`src/rtl/cpu_debug_engine.sv`:
```
// Debug engine: byte-command front end that peeks/pokes control registers,
// single-steps or free-runs the CPU under a clock enable, and streams memory
// and register-file contents back over a byte reply channel.
module cpu_debug_engine #(
    parameter int DATA_W       = 16,
    parameter int ADDR_W       = 16,
    parameter int NUM_REGS     = 16,
    parameter int MEM_LAT      = 1,
    parameter int STEP_TIMEOUT = 255
) (
    input  logic              clk,
    input  logic              rst,
    input  logic [7:0]        rx_data,
    input  logic              rx_valid,
    output logic              rx_ready,
    output logic [7:0]        tx_data,
    output logic              tx_valid,
    input  logic              tx_ready,
    output logic              cpu_clk_en,
    input  logic [7:0]        cpu_state,
    input  logic              halted,
    input  logic [ADDR_W-1:0] pc,
    output logic [3:0]        reg_addr,
    output logic              reg_addr_en,
    input  logic [DATA_W-1:0] reg_rdata,
    output logic [ADDR_W-1:0] mem_addr,
    input  logic [DATA_W-1:0] mem_rdata,
    output logic              debug_en,
    output logic              rst_req,
    output logic              busy
);
    localparam int BPW = DATA_W / 8;
    localparam int BW  = (BPW > 1) ? $clog2(BPW) : 1;
    localparam int LW  = (MEM_LAT > 1) ? $clog2(MEM_LAT) : 1;
    localparam int TW  = ($clog2(STEP_TIMEOUT + 1) < 2) ? 2 : $clog2(STEP_TIMEOUT + 1);

    typedef enum logic [3:0] {
        S_IDLE, S_REPLY, S_STEP, S_RUN, S_DUMP_WAIT,
        S_DUMP_TX, S_DUMP_CSUM, S_REGS_WAIT, S_REGS_TX
    } state_t;

    state_t            r_state, w_state_next;
    logic [7:0]        r_ctrl [8];
    logic [2:0]        r_sel;
    logic              r_bp_hit;
    logic [7:0]        r_tx_data;
    logic              r_tx_valid;
    logic [ADDR_W-1:0] r_mem_addr;
    logic [7:0]        r_csum;
    logic [DATA_W-1:0] r_word;
    logic [BW-1:0]     r_byte;
    logic [15:0]       r_len;
    logic [LW-1:0]     r_wait;
    logic [TW-1:0]     r_cnt;
    logic              r_ran;
    logic [3:0]        r_reg_idx;
    logic              r_armed;

    logic              w_debug, w_rx_fire, w_tx_fire, w_last_byte;
    logic [3:0]        w_op;
    logic [2:0]        w_idx;
    logic [7:0]        w_status;
    logic [15:0]       w_rd16, w_bp16, w_start16;
    logic [ADDR_W-1:0] w_bp, w_start;
    logic [DATA_W-1:0] w_word_shift;
    logic              w_step_done, w_step_tmo, w_step_stop;
    logic              w_run_bp, w_run_brk, w_run_stop;

    assign w_bp16    = {r_ctrl[7], r_ctrl[6]};
    assign w_start16 = {r_ctrl[3], r_ctrl[2]};

    // Fit the 16-bit control-register addresses and register readback to the parameter widths
    generate
        if (ADDR_W <= 16) begin : g_addr_narrow
            assign w_bp    = w_bp16[ADDR_W-1:0];
            assign w_start = w_start16[ADDR_W-1:0];
        end else begin : g_addr_wide
            assign w_bp    = {{(ADDR_W-16){1'b0}}, w_bp16};
            assign w_start = {{(ADDR_W-16){1'b0}}, w_start16};
        end
        if (DATA_W >= 16) begin : g_rd_wide
            assign w_rd16 = reg_rdata[15:0];
        end else begin : g_rd_narrow
            assign w_rd16 = {{(16-DATA_W){1'b0}}, reg_rdata};
        end
    endgenerate

    assign w_debug      = r_ctrl[0][0];
    assign w_op         = rx_data[3:0];
    assign w_idx        = rx_data[6:4];
    assign w_rx_fire    = rx_valid && rx_ready;
    assign w_tx_fire    = r_tx_valid && tx_ready;
    assign w_last_byte  = (r_byte == BW'(BPW - 1));
    assign w_word_shift = r_word >> 8;

    // STEP stops once the CPU is back at an instruction boundary (after >=2 enabled cycles) or halts
    assign w_step_done = halted || ((r_cnt >= TW'(2)) && (cpu_state == 8'd0));
    assign w_step_tmo  = (r_cnt == TW'(STEP_TIMEOUT));
    assign w_step_stop = w_step_done || w_step_tmo;
    // RUN breakpoint is only honoured once the CPU has had at least one enabled cycle
    assign w_run_bp    = r_ran && (cpu_state == 8'd0) && (pc == w_bp);
    assign w_run_brk   = w_rx_fire && (w_op == 4'h7);
    assign w_run_stop  = w_run_bp || halted || w_run_brk;

    assign rx_ready    = r_armed && ((r_state == S_IDLE) || (r_state == S_RUN));
    assign cpu_clk_en  = !w_debug || ((r_state == S_STEP) && !w_step_stop)
                                  || ((r_state == S_RUN) && !w_run_stop);
    assign reg_addr_en = ((r_state == S_REGS_WAIT) || (r_state == S_REGS_TX)) ? 1'b1
                                                                              : (w_debug & r_ctrl[0][1]);
    assign reg_addr    = ((r_state == S_REGS_WAIT) || (r_state == S_REGS_TX)) ? r_reg_idx
                                                                              : r_ctrl[1][3:0];
    assign mem_addr    = r_mem_addr;
    assign tx_data     = r_tx_data;
    assign tx_valid    = r_tx_valid;
    assign debug_en    = w_debug;
    assign rst_req     = r_ctrl[0][2];
    assign busy        = (r_state != S_IDLE);

    // Readable status bytes selected by GET
    always_comb begin
        w_status = 8'h00;
        case (w_idx)
            3'd0:    w_status = w_rd16[7:0];
            3'd1:    w_status = w_rd16[15:8];
            3'd7:    w_status = {6'b0, r_bp_hit, halted};
            default: w_status = 8'h00;
        endcase
    end

    // Next-state decode
    always_comb begin
        w_state_next = r_state;
        case (r_state)
            S_IDLE: if (w_rx_fire) begin
                case (w_op)
                    4'h1, 4'h2, 4'h4, 4'h8: w_state_next = S_REPLY;
                    4'hC:    w_state_next = w_debug ? S_STEP : S_REPLY;
                    4'h6:    w_state_next = w_debug ? S_RUN  : S_REPLY;
                    4'hE:    w_state_next = ({r_ctrl[5], r_ctrl[4]} == 16'd0) ? S_DUMP_CSUM : S_DUMP_WAIT;
                    4'hA:    w_state_next = S_REGS_WAIT;
                    default: w_state_next = S_IDLE;
                endcase
            end
            S_REPLY:     if (w_tx_fire) w_state_next = S_IDLE;
            S_STEP:      if (w_step_stop) w_state_next = S_REPLY;
            S_RUN:       if (w_run_stop) w_state_next = S_REPLY;
            S_DUMP_WAIT: if (r_wait == LW'(MEM_LAT - 1)) w_state_next = S_DUMP_TX;
            S_DUMP_TX:   if (w_tx_fire && w_last_byte)
                             w_state_next = (r_len == 16'd1) ? S_DUMP_CSUM : S_DUMP_WAIT;
            S_DUMP_CSUM: if (w_tx_fire) w_state_next = S_IDLE;
            S_REGS_WAIT: w_state_next = S_REGS_TX;
            S_REGS_TX:   if (w_tx_fire && w_last_byte)
                             w_state_next = (r_reg_idx == 4'(NUM_REGS - 1)) ? S_IDLE : S_REGS_WAIT;
            default:     w_state_next = S_IDLE;
        endcase
    end

    // State register
    always_ff @(posedge clk or negedge rst) begin
        if (!rst) r_state <= S_IDLE;
        else      r_state <= w_state_next;
    end

    // Control registers, reply byte, dump/step datapath
    always_ff @(posedge clk or negedge rst) begin
        if (!rst) begin
            for (int i = 0; i < 8; i++) r_ctrl[i] <= 8'h00;
            r_sel <= 3'd0; r_bp_hit <= 1'b0; r_tx_data <= 8'h00; r_tx_valid <= 1'b0;
            r_mem_addr <= '0; r_csum <= 8'h00; r_word <= '0; r_byte <= '0;
            r_len <= 16'd0; r_wait <= '0; r_cnt <= '0; r_ran <= 1'b0;
            r_reg_idx <= 4'd0; r_armed <= 1'b0;
        end else begin
            r_armed <= 1'b1;
            case (r_state)
                S_IDLE: if (w_rx_fire) begin
                    case (w_op)
                        4'h1: begin r_tx_data <= w_status; r_tx_valid <= 1'b1; end
                        4'h2: begin r_sel <= w_idx; r_tx_data <= 8'hAB; r_tx_valid <= 1'b1; end
                        4'h4: begin r_ctrl[r_sel][7:4] <= rx_data[7:4]; r_tx_data <= 8'hAB; r_tx_valid <= 1'b1; end
                        4'h8: begin r_ctrl[r_sel][3:0] <= rx_data[7:4]; r_tx_data <= 8'hAB; r_tx_valid <= 1'b1; end
                        4'hC, 4'h6: begin
                            r_bp_hit <= 1'b0; r_cnt <= '0; r_ran <= 1'b0;
                            if (!w_debug) begin r_tx_data <= 8'hEE; r_tx_valid <= 1'b1; end
                        end
                        4'hE: begin
                            r_mem_addr <= w_start; r_len <= {r_ctrl[5], r_ctrl[4]};
                            r_csum <= 8'h00; r_wait <= '0;
                            if ({r_ctrl[5], r_ctrl[4]} == 16'd0) begin r_tx_data <= 8'h00; r_tx_valid <= 1'b1; end
                        end
                        4'hA: r_reg_idx <= 4'd0;
                        default: ;
                    endcase
                end
                S_REPLY, S_DUMP_CSUM: if (w_tx_fire) r_tx_valid <= 1'b0;
                S_STEP: begin
                    if (w_step_stop) begin
                        r_tx_data <= w_step_done ? 8'hAB : 8'hEE; r_tx_valid <= 1'b1;
                    end else r_cnt <= r_cnt + TW'(1);
                end
                S_RUN: begin
                    if (w_run_stop) begin
                        r_bp_hit <= w_run_bp; r_tx_data <= w_run_bp ? 8'hB1 : 8'hAB; r_tx_valid <= 1'b1;
                    end else r_ran <= 1'b1;
                end
                S_DUMP_WAIT: begin
                    if (r_wait == LW'(MEM_LAT - 1)) begin
                        r_wait <= '0; r_word <= mem_rdata; r_byte <= '0;
                        r_tx_data <= mem_rdata[7:0]; r_tx_valid <= 1'b1;
                    end else r_wait <= r_wait + LW'(1);
                end
                S_DUMP_TX: if (w_tx_fire) begin
                    r_csum <= r_csum ^ r_tx_data;
                    if (w_last_byte) begin
                        r_mem_addr <= r_mem_addr + ADDR_W'(1);
                        r_len <= r_len - 16'd1;
                        // Final word: the checksum byte follows directly, folding in the byte just sent
                        r_tx_data <= r_csum ^ r_tx_data;
                        r_tx_valid <= (r_len == 16'd1);
                    end else begin
                        r_byte <= r_byte + BW'(1); r_word <= w_word_shift; r_tx_data <= w_word_shift[7:0];
                    end
                end
                S_REGS_WAIT: begin
                    r_word <= reg_rdata; r_byte <= '0; r_tx_data <= reg_rdata[7:0]; r_tx_valid <= 1'b1;
                end
                S_REGS_TX: if (w_tx_fire) begin
                    if (w_last_byte) begin
                        r_tx_valid <= 1'b0;
                        if (r_reg_idx != 4'(NUM_REGS - 1)) r_reg_idx <= r_reg_idx + 4'd1;
                    end else begin
                        r_byte <= r_byte + BW'(1); r_word <= w_word_shift; r_tx_data <= w_word_shift[7:0];
                    end
                end
                default: ;
            endcase
        end
    end
endmodule
```
`config.mk`:
```
export PLATFORM = sky130hd
export DESIGN_NAME = cpu_debug_engine
export DESIGN_NICKNAME = d
export VERILOG_FILES = /design/src/rtl/cpu_debug_engine.sv
export SDC_FILE = /design/constraint.sdc
export NUM_CORES = 1
export LEC_CHECK = 0
export CAP_MARGIN = 20
export CORE_MARGIN = 3
export CORE_UTILIZATION = 50
export CTS_CLUSTER_DIAMETER = 60
export DETAILED_ROUTE_END_ITERATION = 6
export HOLD_SLACK_MARGIN = 0.1
export PLACE_DENSITY = 0.84
export SLEW_MARGIN = 20
export SYNTH_ARGS = -nofsm -noshare
export SYNTH_HDL_FRONTEND = slang
export SYNTH_SLANG_ARGS = --single-unit
```
`constraint.sdc`:
```
create_clock -name clk -period 2 [get_ports clk]
set_input_delay 0.2 -clock clk [delete_from_list [all_inputs] [get_ports clk]]
set_output_delay 0.2 -clock clk [all_outputs]
set_load 0.01 [all_outputs]
```
Word-level counts from Yosys, hierarchy flattened
Index checks and enable logic that the tools add are counted.

Eq/ne operators: 48. Order comparisons: 3. Multiplexer cells: 93. Add/subtract/negate cells: 6. Reduce and logical (&&, ||, !) cells: 55. Bitwise gates (word level): 3.

Operator list (number): 16-bit two-way mux (11); 8-bit two-way mux (17); 64-bit bitwise mux (2); 64-bit case mux with 2 select lines (1); 16-bit case mux with 2 select lines (2); 4-bit two-way mux (14); 8-bit case mux with 7 select lines (1); 8-bit demux with 3-bit select (2); 16-bit case mux with 3 select lines (1); 4-bit case mux with 8 select lines (1); 8-bit case mux with 2 select lines (2); 8-bit case mux with 4 select lines (1); 4-bit by 3-bit equality test with 1-bit output (second input constant) (7); 2-bit inequality test (second input constant) (13); 4-bit equality test (second input constant) (6); 8-bit case mux with 3 select lines (1); 1-bit two-way mux (22); 4-bit AND reduction (5); 16-bit by 1-bit adder with 16-bit output (second input constant) (1); 16-bit by 1-bit equality test with 1-bit output (second input constant) (1); 16-bit equality test (1); 16-bit logical NOT (1); 16-bit by 1-bit subtractor with 16-bit output (second input constant) (1); 3-bit case mux with 5 select lines (1); 47 further kinds (93).

Word-level logic and storage cells: 231. Bits in registers: 153. Input bits: 69. Output and inout port bits: 35.

Logic depth before layout (Yosys ltp)
Word-level depth: 9. Mapped depth: 10.

Worst setup path after synthesis
No wires, ideal clock.

Path kind: flip-flop to flip-flop. Start: register r_state[0]. End: register r_tx_data[2], in the netlist tx_data[2]. Path buffers: 1. Slack: -176 ps. Stages on the path, launching flop included: 8. Period minus slack after synthesis: 2176 ps. Arrival: 2049 ps. Path through: dfrtp_1 > or4_1 > buf_2 > nor4_4 > a22o_1 > and4bb_4 > o21ai_4 > mux2_1.

Word-level cells in the longest chain between the ends: 8.

RTL lines: from (decl) (RTL line 42) `state_t r_state, w_state_next;`; from (signal assigned) (RTL line 161) `else r_state <= w_state_next;`; 4-bit by 2-bit equality test with 1-bit output or 4-bit logical NOT (tied branches) (RTL line 105, 174); 1-bit logical OR (RTL line 105) `assign rx_ready = r_armed && ((r_state == S_IDLE) || (r_state == S_RUN));`; 1-bit logical AND (RTL line 105); 1-bit logical AND (RTL line 91) `assign w_rx_fire = rx_valid && rx_ready;`; 1-bit logical AND (RTL line 102) `assign w_run_brk = w_rx_fire && (w_op == 4'h7);`; 1-bit logical OR (RTL line 103) `assign w_run_stop = w_run_bp || halted || w_run_brk;`; 2-bit inequality test (no line); 11-bit AND reduction (no line); to (signal assigned) (RTL line 217) `r_tx_data <= r_csum ^ r_tx_data;`; to (signal assigned) (RTL line 220) `r_byte <= r_byte + BW'(1); r_word <= w_word_shift; r_tx_data <= w_word_shift[7:0];`; to (signal assigned) (RTL line 231) `r_byte <= r_byte + BW'(1); r_word <= w_word_shift; r_tx_data <= w_word_shift[7:0];`; to (decl) (RTL line 46) `logic [7:0] r_tx_data;`.

Parallel ways exist; a longest one is shown, timed or not. A chain may end at the register's enable or synchronous reset.

Worst setup path after layout
Start: register r_state[1]. End: register r_tx_valid, in the netlist tx_valid.

Word-level cells in the longest chain between the ends: 8.

RTL lines: 4-bit by 2-bit equality test with 1-bit output or 4-bit logical NOT (tied branches) (RTL line 105, 174); 1-bit logical OR (RTL line 105); 1-bit logical AND (RTL line 105); 1-bit logical AND (RTL line 91); 1-bit logical AND (RTL line 102); 1-bit logical OR (RTL line 103); 2-bit inequality test (no line); 13-bit AND reduction (no line); to (signal assigned) (RTL line 218) `r_tx_valid <= (r_len == 16'd1);`; to (decl) (RTL line 47) `logic r_tx_valid;`.

Parallel ways exist; a longest one is shown, timed or not.

==> run metrics <==
aggregate global routing overflow=0; Final Max Slew Viols=0; crit end category=flop; Worst Hold Class=in2async; CP startpoint kind=flop; Buffers on Ports=between 100 and 150; GP Congestion=between 0.9 and 1; actual slew at the worst max-slew pin=0.793 ns; hold_ws=0.254 ns; first-pass GRT wire length=~46,000 microns; total core area=between 10,000 and 15,000 sq um; DRC violations left=6; crit-path max FO=5; Seq pwr share=0.290; TritonCTS clock tree=built; prevailing post-synth register cell=dfrtp_1; Post-Route Skew=~0.014 ns; total track usage=0.350; Layout area overhead=59.0%; Mapped Nets=between 900 and 1,000; failing checks=DRC, setup timing; final hold viol count=0; initial antenna violation count=0; sequential-to-total area share from yosys stat=0.439; hpwl dp=about 16,000 microns; num rows=44; final worst-path setup slack=-0.639 ns; Max Cap Viol=0; Slowest cell on crit path=nor4_2; total iterations of the first detailed-routing run=7; setup tns final=-54.22 ns; final setup fails=140; # clock sinks=135; H-tree Lvls=4; unrepaired setup endpoints after global routing=true; Worst path max stage delay=0.52 ns; Nets=~1,200; die width=between 100 and 150 microns; Pwr Total=approximately 15,000 uW; Seq cells post-synth=between 100 and 150; crit path kind=reg2reg; Final period util=1.32; die height=130 microns; Skew-Pair Late Insertion Delay=about 0.43 ns; Starting Density=0.519; Crit path arrival time=roughly 3 ns; CP dominant cell by count=buf_4; total CTS buffers=17; ANT nets after route=0; Switching Power=between 5000 and 6000 uW; Logic pwr share=0.478; post-synth cell types=70; min Tclk post-route=about 2.6 ns; post-layout util=0.826; Mapped Area=7690 sq um; mean routed wirelength per cell=27.1 microns; pin count of the biggest net entering global routing=45; critical path, cell by cell=buf_6, buf_12, buf_8, nor4bb_4, buf_4, nand4_1, nor4_2, buf_4, o32a_1, o21a_1; vias in the first global route=just under 9,000; Post-synth EDFFs=0; Ant. Diodes=0; layout cells sized above 1=0.426; Routed WL=between 30,000 and 40,000 microns; initial detailed-routing violation count=1,502; Leak=between 0.005 and 0.006 uW; P_int=8570 uW; DR vias=approximately 9,200; Async SR Flop Fraction=1.00; status=finished, violations left; CTS clock-pin slew for the worst setup and hold paths=approximately 0.07 ns; Worst EP required=approximately 2.4 ns; VDD IR max=just under 700 uV; Switching Share=0.409; num ports=between 100 and 150; Max Clk Rate=about 380 MHz; PD cells=1190 nW/um^2; Die Area=between 15,000 and 20,000 sq um; Bufs on Longest Clock Path=2; yosys warns=0; via density per instance=between 7 and 8; root buf cell=clkbuf_16; Clk pwr share=0.231; filler cell count=roughly 670; syn avg cell area=between 9 and 10 sq um; Cells after Synth=840; worst relative slew slack=0.466
[Yosys cell counts (all sizes together) (12+ instances only)]
cell | n | area (sq um)
dfrtp | 135 | 3380
nor2 | 89 | 339
o21ai | 83 | 427
nand2 | 80 | 300
a21oi | 75 | 375
mux2 | 66 | 743
nand3 | 30 | 150
clkbuf | 25 | 93.8
buf | 23 | 119
nor3 | 20 | 105
a22oi | 16 | 120
nor4 | 14 | 103
nand2b | 12 | 75.1
xor2 | 12 | 105
[placed cells by master, fill, tap and decap left out, types with 29 or more instances in the layout]
| cell | instances |
|---|---|
| clkdlybuf4s50_1 | 94 |
| buf_4 | 144 |
| dfrtp_1 | 131 |
| nand2_1 | 61 |
| a21oi_1 | 44 |
| buf_6 | 46 |
| o21ai_2 | 31 |
| a21oi_2 | 29 |
| mux2_2 | 36 |
| nor2_1 | 70 |
| mux2_4 | 30 |
[power by group through the flow]
stage | registers [uW] | logic (uW) | clock network [uW]
3_3_place_gp | 3980 | 4490 | 0
6_report | 4210 | 6930 | 3360
5_1_grt | 4250 | 7240 | 3460
2_1_floorplan | 4040 | 2690 | 0
3_5_place_dp | 4010 | 4650 | 0
4_1_cts | 4020 | 5810 | 3300
[flip-flops by register name (all words and copies together), names as in the netlist, 8 cells and up]
| signal | count |
|---|---|
| mem_addr | 16 |
| r_cnt | 8 |
| r_csum | 8 |
| r_ctrl | 53 |
| r_len | 16 |
| r_word | 8 |
| tx_data | 8 |
[path summary, 6_finish.rpt]
| kind | from | end | depth (start not counted) | slack [ns] |
|---|---|---|---|---|
| max | r_state[1] | tx_valid | 10 | -0.64 |
| min | rst | r_cnt[7] | 2 | 0.25 |
| min in group clk | mem_rdata[13] | r_word[13] | 3 | 0.45 |
| max reg2reg | r_state[1] | tx_valid | 10 | -0.64 |
| max in group asynchronous | rst | r_len[1] | 3 | 1.09 |
| min reg2reg | r_csum[5] | r_csum[5] | 1 | 0.51 |
[layout make-up]
class | count | area, sq um | area share
clock inverter | 13 | 181 | 0.0148
sequential | 135 | 3380 | 0.277
clock buffer | 17 | 425 | 0.0348
inverter | 11 | 41.3 | 0.00338
timing repair buffer | 304 | 2910 | 0.238
multi-input combinational | 648 | 5060 | 0.414
tap | 184 | 230 | 0.0188
[metrics by stage]
step                worst slack, ns  instance area [sq um]  std cells
global route                 -0.725                  12200       1312
global placement             -0.503                   9990       1221
finish                       -0.639                  12200       1312
floorplan                    -0.155                   7860        840
detailed placement           -0.575                   9990       1221
CTS                          -0.368                  11600       1293
[worst max-delay path, delay by kind of cell (launching register included)]
| kind | cells | cell delay [ns] |
|---|---|---|
| buffers and inverters | 5 | 0.85 |
| AO/OA/AOI/OAI | 2 | 0.29 |
| AND/OR/NAND/NOR | 3 | 0.95 |
| flip-flops | 1 | 0.46 |
[layer usage]
metal  track usage  vias to the layer above  wire [microns]
met4         0.202                        0            3520
met2         0.579                      937           15900
met3        0.0872                      373            4190
met5             0                        -               0
li1              -                     3630               -
met1         0.414                     4305           11900
[kinds of logic (layout without fill, tap and decap cells)]
family	after synthesis	in the layout	synth area share
XOR/XNOR	24	24	0.0291
adder cells (fa/ha/maj)	6	6	0.00976
multiplexers	73	73	0.106
buffers and inverters	59	345	0.0330
flip-flops	135	135	0.439
AND/OR/NAND/NOR	295	295	0.185
AO/OA/AOI/OAI	247	249	0.197
other	1	1	0.000487
[timing repair]
item                                    CTS  global route
gates resized for setup                 219           127
cloned                                    7             3
hold buffers                              1             0
setup buffers                            38            28
pin swaps                                56            56
hold endpoints to repair                135             0
endpoints found under the setup margin  132           140
(Power assumes the default switching activity.)
